<file path="config.mk">
export PLATFORM = sky130hd
export DESIGN_NAME = wbgen2_ram_wb_bridge
export DESIGN_NICKNAME = d
export VERILOG_FILES = /design/src/rtl/wbgen2_pkg.sv /design/src/rtl/wbgen2_ram_wb_bridge.sv
export SDC_FILE = /design/constraint.sdc
export NUM_CORES = 1
export LEC_CHECK = 0
export ABC_AREA = 1
export ABC_CLOCK_PERIOD_IN_PS = 3900
export BUFFER_PORTS_ARGS = -buffer_cell sky130_fd_sc_hd__buf_2
export CAP_MARGIN = 20
export CORE_UTILIZATION = 45
export CTS_CLUSTER_DIAMETER = 30
export DETAILED_ROUTE_END_ITERATION = 10
export PLACE_DENSITY = 0.79
export SYNTH_ARGS = -nofsm -noshare
export SYNTH_HDL_FRONTEND = slang
export SYNTH_SLANG_ARGS = --single-unit
</file>
<file path="constraint.sdc">
create_clock -name clk_sys_i -period 3.9 [get_ports clk_sys_i]
set_input_delay 0.39 -clock clk_sys_i [delete_from_list [all_inputs] [get_ports clk_sys_i]]
set_output_delay 0.39 -clock clk_sys_i [all_outputs]
set_load 0.05 [all_outputs]
</file>
<file path="src/rtl/wbgen2_pkg.sv">
// Shared definitions for the wbgen2 RAM/Wishbone bridge slice.
//   t_wb_state  : bridge FSM state encoding
//   C_BYTE_W    : bits per byte select lane
//   C_CNT_W     : width of the read-latency counter (covers latencies 1..2)
//   f_in_range  : word address < implemented RAM size
package wbgen2_pkg;

  typedef enum logic [1:0] {
    ST_IDLE      = 2'd0,
    ST_WRITE     = 2'd1,
    ST_READ_WAIT = 2'd2,
    ST_ACK       = 2'd3
  } t_wb_state;

  localparam int unsigned C_BYTE_W = 8;
  localparam int unsigned C_CNT_W  = 2;

  function automatic logic f_in_range(input logic [31:0] adr, input int unsigned size);
    return (adr < size);
  endfunction

endpackage

</file>
<file path="src/rtl/wbgen2_ram_wb_bridge.sv">
// Wishbone slave to single-port synchronous RAM bridge (one transfer at a time).
//   clk_sys_i, rst_n_i          : clock, asynchronous active-low reset
//   wb_cyc_i/stb_i/we_i         : Wishbone cycle, strobe, write enable
//   wb_adr_i/sel_i/dat_i        : word address, byte selects, write data
//   wb_dat_o/ack_o/err_o/stall_o: read data, acknowledge, error, busy
//   ram_addr_o/data_o/bwsel_o   : registered RAM address, write data, byte selects
//   ram_rd_o/ram_wr_o           : single-clock RAM read / write strobes
//   ram_data_i                  : RAM read data, g_read_latency clocks after ram_rd_o
// Timing from the request clock: write ack and error one clock later; read ack
// g_read_latency+2 clocks later, in the same clock wb_dat_o shows the new data.
module wbgen2_ram_wb_bridge
  import wbgen2_pkg::*;
#(
  parameter int g_data_width   = 32,
  parameter int g_addr_width   = 10,
  parameter int g_size         = 1024,
  parameter int g_read_latency = 1
) (
  input  logic                      clk_sys_i,
  input  logic                      rst_n_i,
  input  logic                      wb_cyc_i,
  input  logic                      wb_stb_i,
  input  logic                      wb_we_i,
  input  logic [g_addr_width-1:0]   wb_adr_i,
  input  logic [g_data_width/8-1:0] wb_sel_i,
  input  logic [g_data_width-1:0]   wb_dat_i,
  output logic [g_data_width-1:0]   wb_dat_o,
  output logic                      wb_ack_o,
  output logic                      wb_err_o,
  output logic                      wb_stall_o,
  output logic [g_addr_width-1:0]   ram_addr_o,
  output logic [g_data_width-1:0]   ram_data_o,
  output logic [g_data_width/8-1:0] ram_bwsel_o,
  output logic                      ram_rd_o,
  output logic                      ram_wr_o,
  input  logic [g_data_width-1:0]   ram_data_i
);

  localparam int C_SEL_W = g_data_width / 8;
  // Counter value in READ_WAIT on the edge where RAM data is valid.
  localparam logic [C_CNT_W-1:0] C_CAP_CNT = C_CNT_W'(g_read_latency);

  t_wb_state               r_state, w_state_nxt;
  logic [C_CNT_W-1:0]      r_cnt, w_cnt_nxt;
  logic                    r_ack, w_ack_nxt;
  logic                    r_err, w_err_nxt;
  logic                    r_rd, w_rd_nxt;
  logic                    r_wr, w_wr_nxt;
  logic [g_data_width-1:0] r_dat, w_dat_nxt;
  logic [g_addr_width-1:0] r_addr, w_addr_nxt;
  logic [g_data_width-1:0] r_wdata, w_wdata_nxt;
  logic [C_SEL_W-1:0]      r_bwsel, w_bwsel_nxt;
  logic                    w_req, w_adr_ok;

  assign w_req    = wb_cyc_i & wb_stb_i;
  assign w_adr_ok = f_in_range(32'(wb_adr_i), g_size);

  always_ff @(posedge clk_sys_i or negedge rst_n_i) begin
    if (!rst_n_i) begin
      r_state <= ST_IDLE;
      r_cnt   <= '0;
      r_ack   <= 1'b0;
      r_err   <= 1'b0;
      r_rd    <= 1'b0;
      r_wr    <= 1'b0;
      r_dat   <= '0;
      r_addr  <= '0;
      r_wdata <= '0;
      r_bwsel <= '0;
    end else begin
      r_state <= w_state_nxt;
      r_cnt   <= w_cnt_nxt;
      r_ack   <= w_ack_nxt;
      r_err   <= w_err_nxt;
      r_rd    <= w_rd_nxt;
      r_wr    <= w_wr_nxt;
      r_dat   <= w_dat_nxt;
      r_addr  <= w_addr_nxt;
      r_wdata <= w_wdata_nxt;
      r_bwsel <= w_bwsel_nxt;
    end
  end

  // All strobes default low, so ack/err/rd/wr are one-clock pulses by construction.
  always_comb begin
    w_state_nxt = r_state;
    w_cnt_nxt   = r_cnt;
    w_ack_nxt   = 1'b0;
    w_err_nxt   = 1'b0;
    w_rd_nxt    = 1'b0;
    w_wr_nxt    = 1'b0;
    w_dat_nxt   = r_dat;
    w_addr_nxt  = r_addr;
    w_wdata_nxt = r_wdata;
    w_bwsel_nxt = r_bwsel;
    case (r_state)
      ST_IDLE: begin
        if (w_req) begin
          if (!w_adr_ok) begin
            // Error answered from ACK so stall stays high while err is shown.
            w_err_nxt   = 1'b1;
            w_state_nxt = ST_ACK;
          end else if (wb_we_i) begin
            w_addr_nxt  = wb_adr_i;
            w_wdata_nxt = wb_dat_i;
            w_bwsel_nxt = wb_sel_i;
            w_wr_nxt    = 1'b1;
            w_ack_nxt   = 1'b1;
            w_state_nxt = ST_WRITE;
          end else begin
            w_addr_nxt  = wb_adr_i;
            w_bwsel_nxt = '1;
            w_rd_nxt    = 1'b1;
            w_cnt_nxt   = '0;
            w_state_nxt = ST_READ_WAIT;
          end
        end
      end
      ST_WRITE: begin
        w_state_nxt = ST_IDLE;
      end
      ST_READ_WAIT: begin
        if (!wb_cyc_i) begin
          // Master gave up: leave wb_dat_o untouched and never acknowledge.
          w_state_nxt = ST_IDLE;
        end else if (r_cnt == C_CAP_CNT) begin
          w_dat_nxt   = ram_data_i;
          w_ack_nxt   = 1'b1;
          w_state_nxt = ST_ACK;
        end else begin
          w_cnt_nxt = r_cnt + C_CNT_W'(1);
        end
      end
      ST_ACK: begin
        w_state_nxt = ST_IDLE;
      end
      default: begin
        w_state_nxt = ST_IDLE;
      end
    endcase
  end

  assign wb_dat_o    = r_dat;
  assign wb_ack_o    = r_ack;
  assign wb_err_o    = r_err;
  assign wb_stall_o  = (r_state != ST_IDLE);
  assign ram_addr_o  = r_addr;
  assign ram_data_o  = r_wdata;
  assign ram_bwsel_o = r_bwsel;
  assign ram_rd_o    = r_rd;
  assign ram_wr_o    = r_wr;

endmodule

</file>
==> flow_summary.json, run 1 <==
{
  "antenna_found_initial": 0,
  "placed_cells": 619,
  "power.leakage_nw": 2.66,
  "fmax_mhz": 433,
  "start_kind": "register",
  "ys_seq_area_frac": 0.637,
  "slew_violations": 0,
  "setup_tns_ps": 0,
  "vias": 2972,
  "path_max_fanout": 39,
  "reg2reg_depth": 7,
  "cts_root_buf": "clkbuf_8",
  "viasPerCell": 4.68,
  "clock-sinks": 85,
  "ys_types": 17,
  "gr-total-overflow": 0,
  "die_area_um2": 7770,
  "track_usage": 0.204,
  "post-route-cell-area_um2": 4460,
  "avgRoutedWirePerCell_um": 12.3,
  "drv_cap": 0,
  "fp.dieW_um": 88.1,
  "first_global_vias": 2743,
  "period_minus_slack_ps": 2310,
  "drc": 0,
  "final_cells": 635,
  "rr_endpoint": "ram_data_o[10]",
  "grt_pass1_wl_um": 12000,
  "drt_iter0_drc": 138,
  "hold_path_class": "input pin to async pin",
  "setup_viol": 0,
  "drt-total-wl_um": 7780,
  "cp-end-kind": "register",
  "cts_max_level": 3,
  "clkSlewWorstSetupHoldPaths_ps": 80,
  "final_antenna_net_count": 0,
  "status": "complete, no violations",
  "slew_headroom": 0.548,
  "cts_hold_buf": 0,
  "hold_viol_final": 0,
  "final_common_cell": "nand2_1",
  "initial_core_util": 0.463,
  "placed_cell_area_um2": 4170,
  "ys_ff_latch": 85,
  "numCtsBuffers": 9,
  "drive_above_1_share": 0.349,
  "syn_area_um2": 3340,
  "power_mw": 4.57,
  "period_share": 0.592,
  "arrival_ps": 2600,
  "areaGrowthSynthToFinish_pct": 33.5,
  "vdd_drop_max_v": 0.000558,
  "cp_data_required_time_ps": 4190,
  "avgSynthCellArea_um2": 8.90,
  "syn_nets": 459,
  "clk_latency_ps": 350,
  "rrSetupSlack_ps": 1590,
  "die_h_um": 88.1,
  "pwr_density_cell_nw_per_um2": 1020,
  "rows": 31,
  "dr.pass1.iters": 6,
  "ff_latch_area_um2": 2130,
  "hpwlAfterDp_um": 5350,
  "cts_setup_buffers": 0,
  "rsz0062_at_grt": "false",
  "cts_tree": "yes",
  "grt_max_degree": 86,
  "skew_ps": 4.05,
  "r2r-start": "r_state[1]",
  "utilization": 0.618,
  "multi_input_area_um2": 1070,
  "syn_inst": 375,
  "io_buffers": 164,
  "io_pins": 166,
  "n_fill_cell": 665,
  "yosys_warnings": 0,
  "tightest_slew_ps": 676,
  "core-area_um2": 7210,
  "cts_resized": 0,
  "critPathKind": "register to register",
  "diodes": 0,
  "final_cell_mix": "204 x nand2_1, 163 x buf_2, 85 x dfrtp_1",
  "nets": 617,
  "gp_congestion": 0.746,
  "clockBufferDepth": 2
}
[metrics by stage]
step	setup slack, ps	hold WS [ps]
global placement	1630	449
floorplan	2500	94.4
CTS	1540	216
global route	1290	40.7
finish	1590	2.32
detailed placement	1570	455
[cells in the mapped netlist]
cell,instances,share of area
buf_6,3,0.010
buf_2,5,0.0075
a21oi_1,1,0.0015
buf_4,4,0.0090
conb_1,1,0.0011
nand2_2,1,0.0019
nor2_1,15,0.017
nor2_4,2,0.0067
o21ai_0,1,0.0015
nand2_1,204,0.23
ha_1,1,0.0037
inv_2,3,0.0034
inv_1,4,0.0045
dfrtp_1,85,0.64
o2bb2ai_1,1,0.0026
nand3_1,36,0.054
clkbuf_1,8,0.0090
[kinds of logic (layout without fill, tap and decap cells)]
kind of cell	Yosys count	count (layout)	synth area share
adders and majority gates	1	1	0.00375
and+or+nand+nor	258	258	0.309
buffers and inverters	27	188	0.0435
other	1	1	0.00112
AOI/OAI and AO/OA	3	3	0.00562
DFF	85	85	0.637
[layer usage]
layer,global-route usage,up-vias,part of all wire
li1,-,1467,-
met1,0.235,1371,0.44
met2,0.360,121,0.47
met3,0.0443,13,0.073
met4,0.0982,0,0.017
met5,0,-,0
[worst max path at each step]
stage	start	end	slack [ps]	depth (start not counted)
5_1_grt	r_state[0]	ram_data_o[22]	1290	7
3_5_place_dp	wb_cyc_i	ram_data_o[10]	1570	7
3_3_place_gp	wb_cyc_i	wb_dat_o[15]	1630	6
4_1_cts	r_state[0]	ram_data_o[10]	1540	7
6_report	r_state[1]	ram_data_o[10]	1590	7
2_1_floorplan	r_state[0]	ram_data_o[13]	2500	8
[critical path, stage by stage (launching register included)]
cell	delay (ps)
dfrtp_1	450
nor2_4	160
inv_2	70
nor2_4	280
nand2_2	480
inv_2	600
nand2_1	120
nand2_1	80
[final cells by class]
cell class / instances / area share
Clock buffer: 10 / 0.0309
Clock inverter: 4 / 0.0219
Inverter: 7 / 0.00590
Multi-Input combinational cell: 263 / 0.239
Sequential cell: 85 / 0.477
Tap cell: 99 / 0.0278
Timing Repair Buffer: 167 / 0.197
[state kept, by name, indices dropped and copies added (netlist names)]
| name | count |
|---|---|
| ram_data_o | 32 |
| wb_dat_o | 32 |
| ram_addr_o | 10 |
| ram_bwsel_o | 4 |
| r_cnt | 2 |
| r_state | 2 |
| ram_rd_o | 1 |
| ram_wr_o | 1 |
| wb_ack_o | 1 |
[power by group]
part	internal, mW	total [mW]	leakage, nW	switching, mW
clock network	0.436	0.731	0.114	0.295
registers	1.27	1.47	1.07	0.207
logic	0.489	2.36	1.47	1.88
total	2.19	4.57	2.66	2.38
Power figures use the tool's default switching activity.
==> run 2: changes to the inputs <==
--- a/config.mk
+++ b/config.mk
@@ -5,8 +5,8 @@
 export SDC_FILE = /design/constraint.sdc
 export NUM_CORES = 1
 export LEC_CHECK = 0
-export ABC_AREA = 1
-export ABC_CLOCK_PERIOD_IN_PS = 3900
+export ABC_AREA = 0
+export ABC_CLOCK_PERIOD_IN_PS = 2200
 export BUFFER_PORTS_ARGS = -buffer_cell sky130_fd_sc_hd__buf_2
 export CAP_MARGIN = 20
 export CORE_UTILIZATION = 45
==> constraint.sdc (replaced) <==
create_clock -name clk_sys_i -period 2.2 [get_ports clk_sys_i]
set_input_delay 0.22 -clock clk_sys_i [delete_from_list [all_inputs] [get_ports clk_sys_i]]
set_output_delay 0.22 -clock clk_sys_i [all_outputs]
set_load 0.05 [all_outputs]
==> run 2 against run 1 <==
Compared with the run above: total power grew 43%; non-clock buffer count up 1; clock skew rose by 4.2 ps; core utilization rose by 0.28 points; synthesized cell count fell by 40%; synthesized area increased by 0.11%; first-iteration DRC count down 64%; largest cell class unchanged; maximum frequency rose by 34%; critical endpoint is now ram_data_o[3]; wire length fell by 12%; critical path depth shrank 4.
==> flow_summary.json, run 2 <==
{
  "status": "complete, no violations",
  "utilization": 0.621,
  "ys_ff_latch": 85,
  "synth_area_leaders": "dfrtp_1 64%, mux2_4 12%, mux2_1 11%",
  "track_usage": 0.173,
  "vdd_drop_max_v": 0.000847,
  "yosys_warnings": 0,
  "async_flop_share": 1.00,
  "path_max_fanout": 35,
  "crit_slowest_cell": "dfrtp_1",
  "slew_headroom": 0.590,
  "drt_iter0_drc": 50,
  "tightest_slew_ps": 616,
  "dr.pass1.iters": 4,
  "viasPerCell": 4.61,
  "hpwlAfterDp_um": 5080,
  "power.leakage_nw": 2.48,
  "antenna_found_initial": 0,
  "drt-total-wl_um": 6860,
  "die_area_um2": 7770,
  "setup_tns_ps": 0,
  "hold_path_class": "input pin to register",
  "syn_inst": 225,
  "cp_top_family": "simple AND/OR/NAND/NOR gates",
  "ff_latch_area_um2": 2130,
  "start_kind": "register",
  "clkSlewWorstSetupHoldPaths_ps": 90,
  "syn_area_um2": 3340,
  "yosysTopAreaCell": "dfrtp_1",
  "vias": 2289,
  "crit_path_cell_trace": "and4bb_1, nand2_4, mux2_1",
  "synth.most_common_cell": "dfrtp_1",
  "final_antenna_net_count": 0,
  "grt_max_degree": 45,
  "diodes": 0,
  "grt_pass1_wl_um": 10200,
  "multi_input_area_um2": 1110,
  "cts_tree": "yes",
  "gp_congestion": 0.741,
  "final_common_cell": "buf_2",
  "initial_core_util": 0.463,
  "switchingPower_mw": 3.08,
  "period_minus_slack_ps": 1720,
  "nets": 477,
  "grt-busiest-layer": "met2",
  "arrival_ps": 1940,
  "cellInternalPower_mw": 3.44,
  "setup_viol": 0,
  "io_buffers": 164,
  "synth_top_area_share": 0.636,
  "n_fill_cell": 603,
  "core-area_um2": 7210,
  "io_pins": 166,
  "cts_root_buf": "clkbuf_8",
  "p_comb_frac": 0.474,
  "hold_viol_final": 0,
  "first_global_vias": 2251,
  "seq_power_share": 0.359,
  "numCtsBuffers": 9,
  "synth_common_cells": "85 x dfrtp_1, 33 x mux2_1, 33 x nand2_1",
  "cts_max_level": 3,
  "slew_violations": 0,
  "clk_latency_ps": 340,
  "met3_usage": 0.0434,
  "ys_seq_area_frac": 0.636,
  "areaGrowthSynthToFinish_pct": 34.0,
  "syn_nets": 309,
  "rsz0062_at_grt": "false",
  "swShare": 0.472,
  "fmax_mhz": 582,
  "avgSynthCellArea_um2": 14.9,
  "worst_path_largest_cell_delay_ps": 440,
  "drc": 0,
  "pwr_density_cell_nw_per_um2": 1460,
  "drv_cap": 0,
  "cp_data_required_time_ps": 2420,
  "synth_flop_cell": "dfrtp_1",
  "crit_buf_inv": 0,
  "use_met2": 0.308,
  "period_share": 0.781,
  "rows": 31,
  "use_met1": 0.204,
  "critPathKind": "register to register",
  "cp-end-kind": "register",
  "fp.dieW_um": 88.2,
  "synth-edff-count": 0,
  "avgRoutedWirePerCell_um": 13.8,
  "die_h_um": 88.2,
  "gr-total-overflow": 0,
  "final_cell_mix": "163 x buf_2, 85 x dfrtp_1, 33 x nand2_1, 33 x mux2_1, 27 x mux2_4",
  "clock-sinks": 85,
  "skew_ps": 8.23,
  "clockBufferDepth": 2,
  "ys_types": 26,
  "drive_above_1_share": 0.548,
  "cts_resized": 0,
  "power_frac_clock": 0.167
}
==> run 2: worst paths after layout <==
kind | slack (ps) | endpoint | startpoint | cells past startpoint
worst max-delay path | 480 | ram_data_o[3] | r_state[1] | 3
worst min-delay path | 70 | ram_addr_o[9] | wb_adr_i[9] | 3
worst max register to register | 480 | ram_data_o[3] | r_state[1] | 3
worst min register to register | 480 | ram_addr_o[3] | ram_addr_o[3] | 2
max in group asynchronous | 1160 | wb_dat_o[18] | rst_n_i | 3
min in group asynchronous | 420 | ram_data_o[22] | rst_n_i | 2
==> run 2: cells by family after synthesis <==
group | after synthesis | share of synthesized area
compound gates | 8 | 0.0150
fa+ha+maj | 1 | 0.00374
buf+inv | 19 | 0.0314
flops | 85 | 0.636
mux | 64 | 0.246
other cells | 1 | 0.00112
simple gates | 47 | 0.0663
==> run 2: power groups by stage <==
stage / sequential, mW / combinational, mW / clock [mW]
finish: 2.34 / 3.09 / 1.09
global route: 2.41 / 3.24 / 1.19
floorplan: 4.13 / 0.572 / 0
CTS: 2.35 / 3.11 / 1.12
global placement: 2.34 / 3.06 / 0
detailed placement: 2.37 / 3.11 / 0
==> run 2: cell type report <==
class | instances | share of cell area
well taps | 99 | 0.0277
repair buffers | 168 | 0.197
clock buffers | 10 | 0.0307
clock inverters | 6 | 0.0140
inverters | 8 | 0.00671
multi-input cells | 121 | 0.249
flip-flops and latches | 85 | 0.475
==> run 2: tightest hold or removal path: stages <==
cell and delay [ps]:
buf_2 70, nand2_1 40, nand2_1 40
==> run 2: timing repair <==
action                    in CTS  in global routing
buffers inserted               0                  0
hold endpoints to repair      41                  0
hold buffers                   1                  0
==> run 2: through the flow <==
step	total power [mW]	hold slack, ps	worst slack (ps)	cell area (µm²)	instances
6_report	6.52	66.0	481	4480	497
3_5_place_dp	5.48	236	476	4270	480
2_1_floorplan	4.70	-75.6	702	3340	225
3_3_place_gp	5.40	229	527	4270	480
5_1_grt	6.83	62.9	385	4480	497
4_1_cts	6.58	51.5	459	4480	497
==> run 2: metal layers <==
layer,wire (µm),vias to the layer above,share of wire
li1,-,1088,-
met1,2950,1092,0.43
met2,3400,101,0.49
met3,450,8,0.066
met4,64,0,0.0093
met5,0,-,0
==> run 3: changes to the inputs <==
--- a/config.mk
+++ b/config.mk
@@ -5,8 +5,8 @@
 export SDC_FILE = /design/constraint.sdc
 export NUM_CORES = 1
 export LEC_CHECK = 0
-export ABC_AREA = 0
-export ABC_CLOCK_PERIOD_IN_PS = 2200
+export ABC_AREA = 1
+export ABC_CLOCK_PERIOD_IN_PS = 1600
 export BUFFER_PORTS_ARGS = -buffer_cell sky130_fd_sc_hd__buf_2
 export CAP_MARGIN = 20
 export CORE_UTILIZATION = 45
==> constraint.sdc (replaced) <==
create_clock -name clk_sys_i -period 1.6 [get_ports clk_sys_i]
set_input_delay 0.16 -clock clk_sys_i [delete_from_list [all_inputs] [get_ports clk_sys_i]]
set_output_delay 0.16 -clock clk_sys_i [all_outputs]
set_load 0.05 [all_outputs]
==> run 3 against run 2 <==
Compared with the run above: total power rose by 64%; non-clock buffer count grew 17; register-to-register slack worse by 220 ps; design area rose by 1.4%.
==> flow_summary.json, run 3 (synthesized netlist as in run 1, its figures left out) <==
{
  "dr.pass1.iters": 4,
  "cts_root_buf": "clkbuf_8",
  "status": "complete, no violations",
  "multi_input_area_um2": 1070,
  "clock-sinks": 85,
  "numCtsBuffers": 9,
  "final_common_cell": "nand2_1",
  "fp.dieW_um": 88.1,
  "clockBufferDepth": 2,
  "r2r-start": "r_cnt[0]",
  "rows": 31,
  "die_area_um2": 7770,
  "path_max_fanout": 5,
  "start_kind": "register",
  "final_cells": 652,
  "avgRoutedWirePerCell_um": 12.2,
  "cts_max_level": 3,
  "final_antenna_net_count": 0,
  "cts_tree": "yes",
  "slew_violations": 0,
  "fmax_mhz": 735,
  "startpoint": "r_state[0]",
  "n_fill_cell": 670,
  "final_cell_mix": "204 x nand2_1, 163 x buf_2, 85 x dfrtp_1",
  "io_pins": 166,
  "drc": 0,
  "arrival_ps": 1200,
  "skew_ps": 9.55,
  "first_global_vias": 2800,
  "period_minus_slack_ps": 1360,
  "initial_core_util": 0.463,
  "viasPerCell": 4.62,
  "critPathKind": "register to output port",
  "period_share": 0.851,
  "hold_path_class": "input pin to register",
  "track_usage": 0.210,
  "clk_latency_ps": 340,
  "setup_viol": 0,
  "drv_cap": 0,
  "areaGrowthSynthToFinish_pct": 36.0,
  "antenna_found_initial": 0,
  "cp_data_required_time_ps": 1440,
  "nets": 635,
  "core-area_um2": 7210,
  "rsz0062_at_grt": "false",
  "setup_tns_ps": 0,
  "hp-start": "wb_dat_i[10]",
  "gr-total-overflow": 0,
  "io_buffers": 164,
  "diodes": 0,
  "clkSlewWorstSetupHoldPaths_ps": 80,
  "ff_latch_area_um2": 2130,
  "cp-end-kind": "output port",
  "power.leakage_nw": 2.71,
  "drt_iter0_drc": 124,
  "vdd_drop_max_v": 0.00152,
  "drt-total-wl_um": 7940,
  "hpwlAfterDp_um": 5630,
  "drive_above_1_share": 0.351,
  "grt_max_degree": 38,
  "gp_congestion": 0.756,
  "pwr_density_cell_nw_per_um2": 2350,
  "placed_cells": 629,
  "grt_pass1_wl_um": 12300,
  "die_h_um": 88.1,
  "vias": 3012,
  "hold_viol_final": 0
}
## run 3: cell types whose count changed in the layout (fill, tap and decap cells not counted), moves of 3 or more
cell,before,now
dlygate4sd3_1,1,10
a31oi_1,4,0
nand2_1,33,204
mux2_1,33,0
mux2_4,27,0
inv_1,7,4
nor2_1,5,15
buf_4,2,9
mux2_2,4,0
nand3_1,0,36
## run 3: through the flow
stage | setup WS, ps | hold WS (ps) | utilization | total power [mW] | cell area (µm²)
after detailed placement | 267 | 152 | 0.594 | 9.47 | 4290
after CTS | 219 | 0.0701 | 0.629 | 10.8 | 4540
after global routing | 106 | 7.21 | 0.629 | 11.3 | 4540
after floorplan | 197 | -136 | - | 7.99 | 3340
after global placement | 333 | 148 | 0.594 | 9.33 | 4290
final | 239 | 13.6 | 0.629 | 10.7 | 4540
## run 3: cell type report
cell class | count | area share
Sequential cell | 85 | 0.469
Multi-Input combinational cell | 263 | 0.235
Timing Repair Buffer | 185 | 0.230
Clock buffer | 10 | 0.0303
Tap cell | 99 | 0.0273
Inverter | 7 | 0.00579
Clock inverter | 3 | 0.00331
## run 3: what timing repair did
action                                  in CTS  in global routing
endpoints found under the setup margin       0                  0
endpoints found under the hold margin       42                  0
gates resized for setup                      0                  0
hold buffers                                10                  0
buffers inserted                             0                  0
## run 3: worst paths after layout
| kind | end | slack, ps | cells after the start |
|---|---|---|---|
| worst min register to register | wb_dat_o[25] | 470 | 2 |
| worst min-delay path | ram_data_o[10] | 10 | 3 |
| worst max-delay path | wb_stall_o | 240 | 3 |
| worst max register to register | r_cnt[0] | 260 | 7 |
| min in group asynchronous | wb_dat_o[7] | 320 | 2 |
| max in group asynchronous | ram_addr_o[8] | 720 | 3 |
## run 3: report_power, final
group | switching, mW | internal, mW
clock | 0.672 | 0.572
sequential | 0.504 | 3.09
combinational | 4.59 | 1.25
total | 5.77 | 4.91
## run 3: worst max-delay path, cell delays in order, from the launching register on
cell and delay [ps]:
dfrtp_1 420, nor2_4 170, inv_2 60, buf_2 210
## run 3: per-layer routing
| layer | routed length (µm) | track usage | vias up | part of all wire |
|---|---|---|---|---|
| met5 | 0 | 0 | - | 0 |
| met2 | 3920 | 0.379 | 123 | 0.49 |
| met4 | 144 | 0.0953 | 0 | 0.018 |
| met1 | 3320 | 0.236 | 1380 | 0.42 |
| met3 | 549 | 0.0462 | 14 | 0.069 |
| li1 | - | - | 1495 | - |
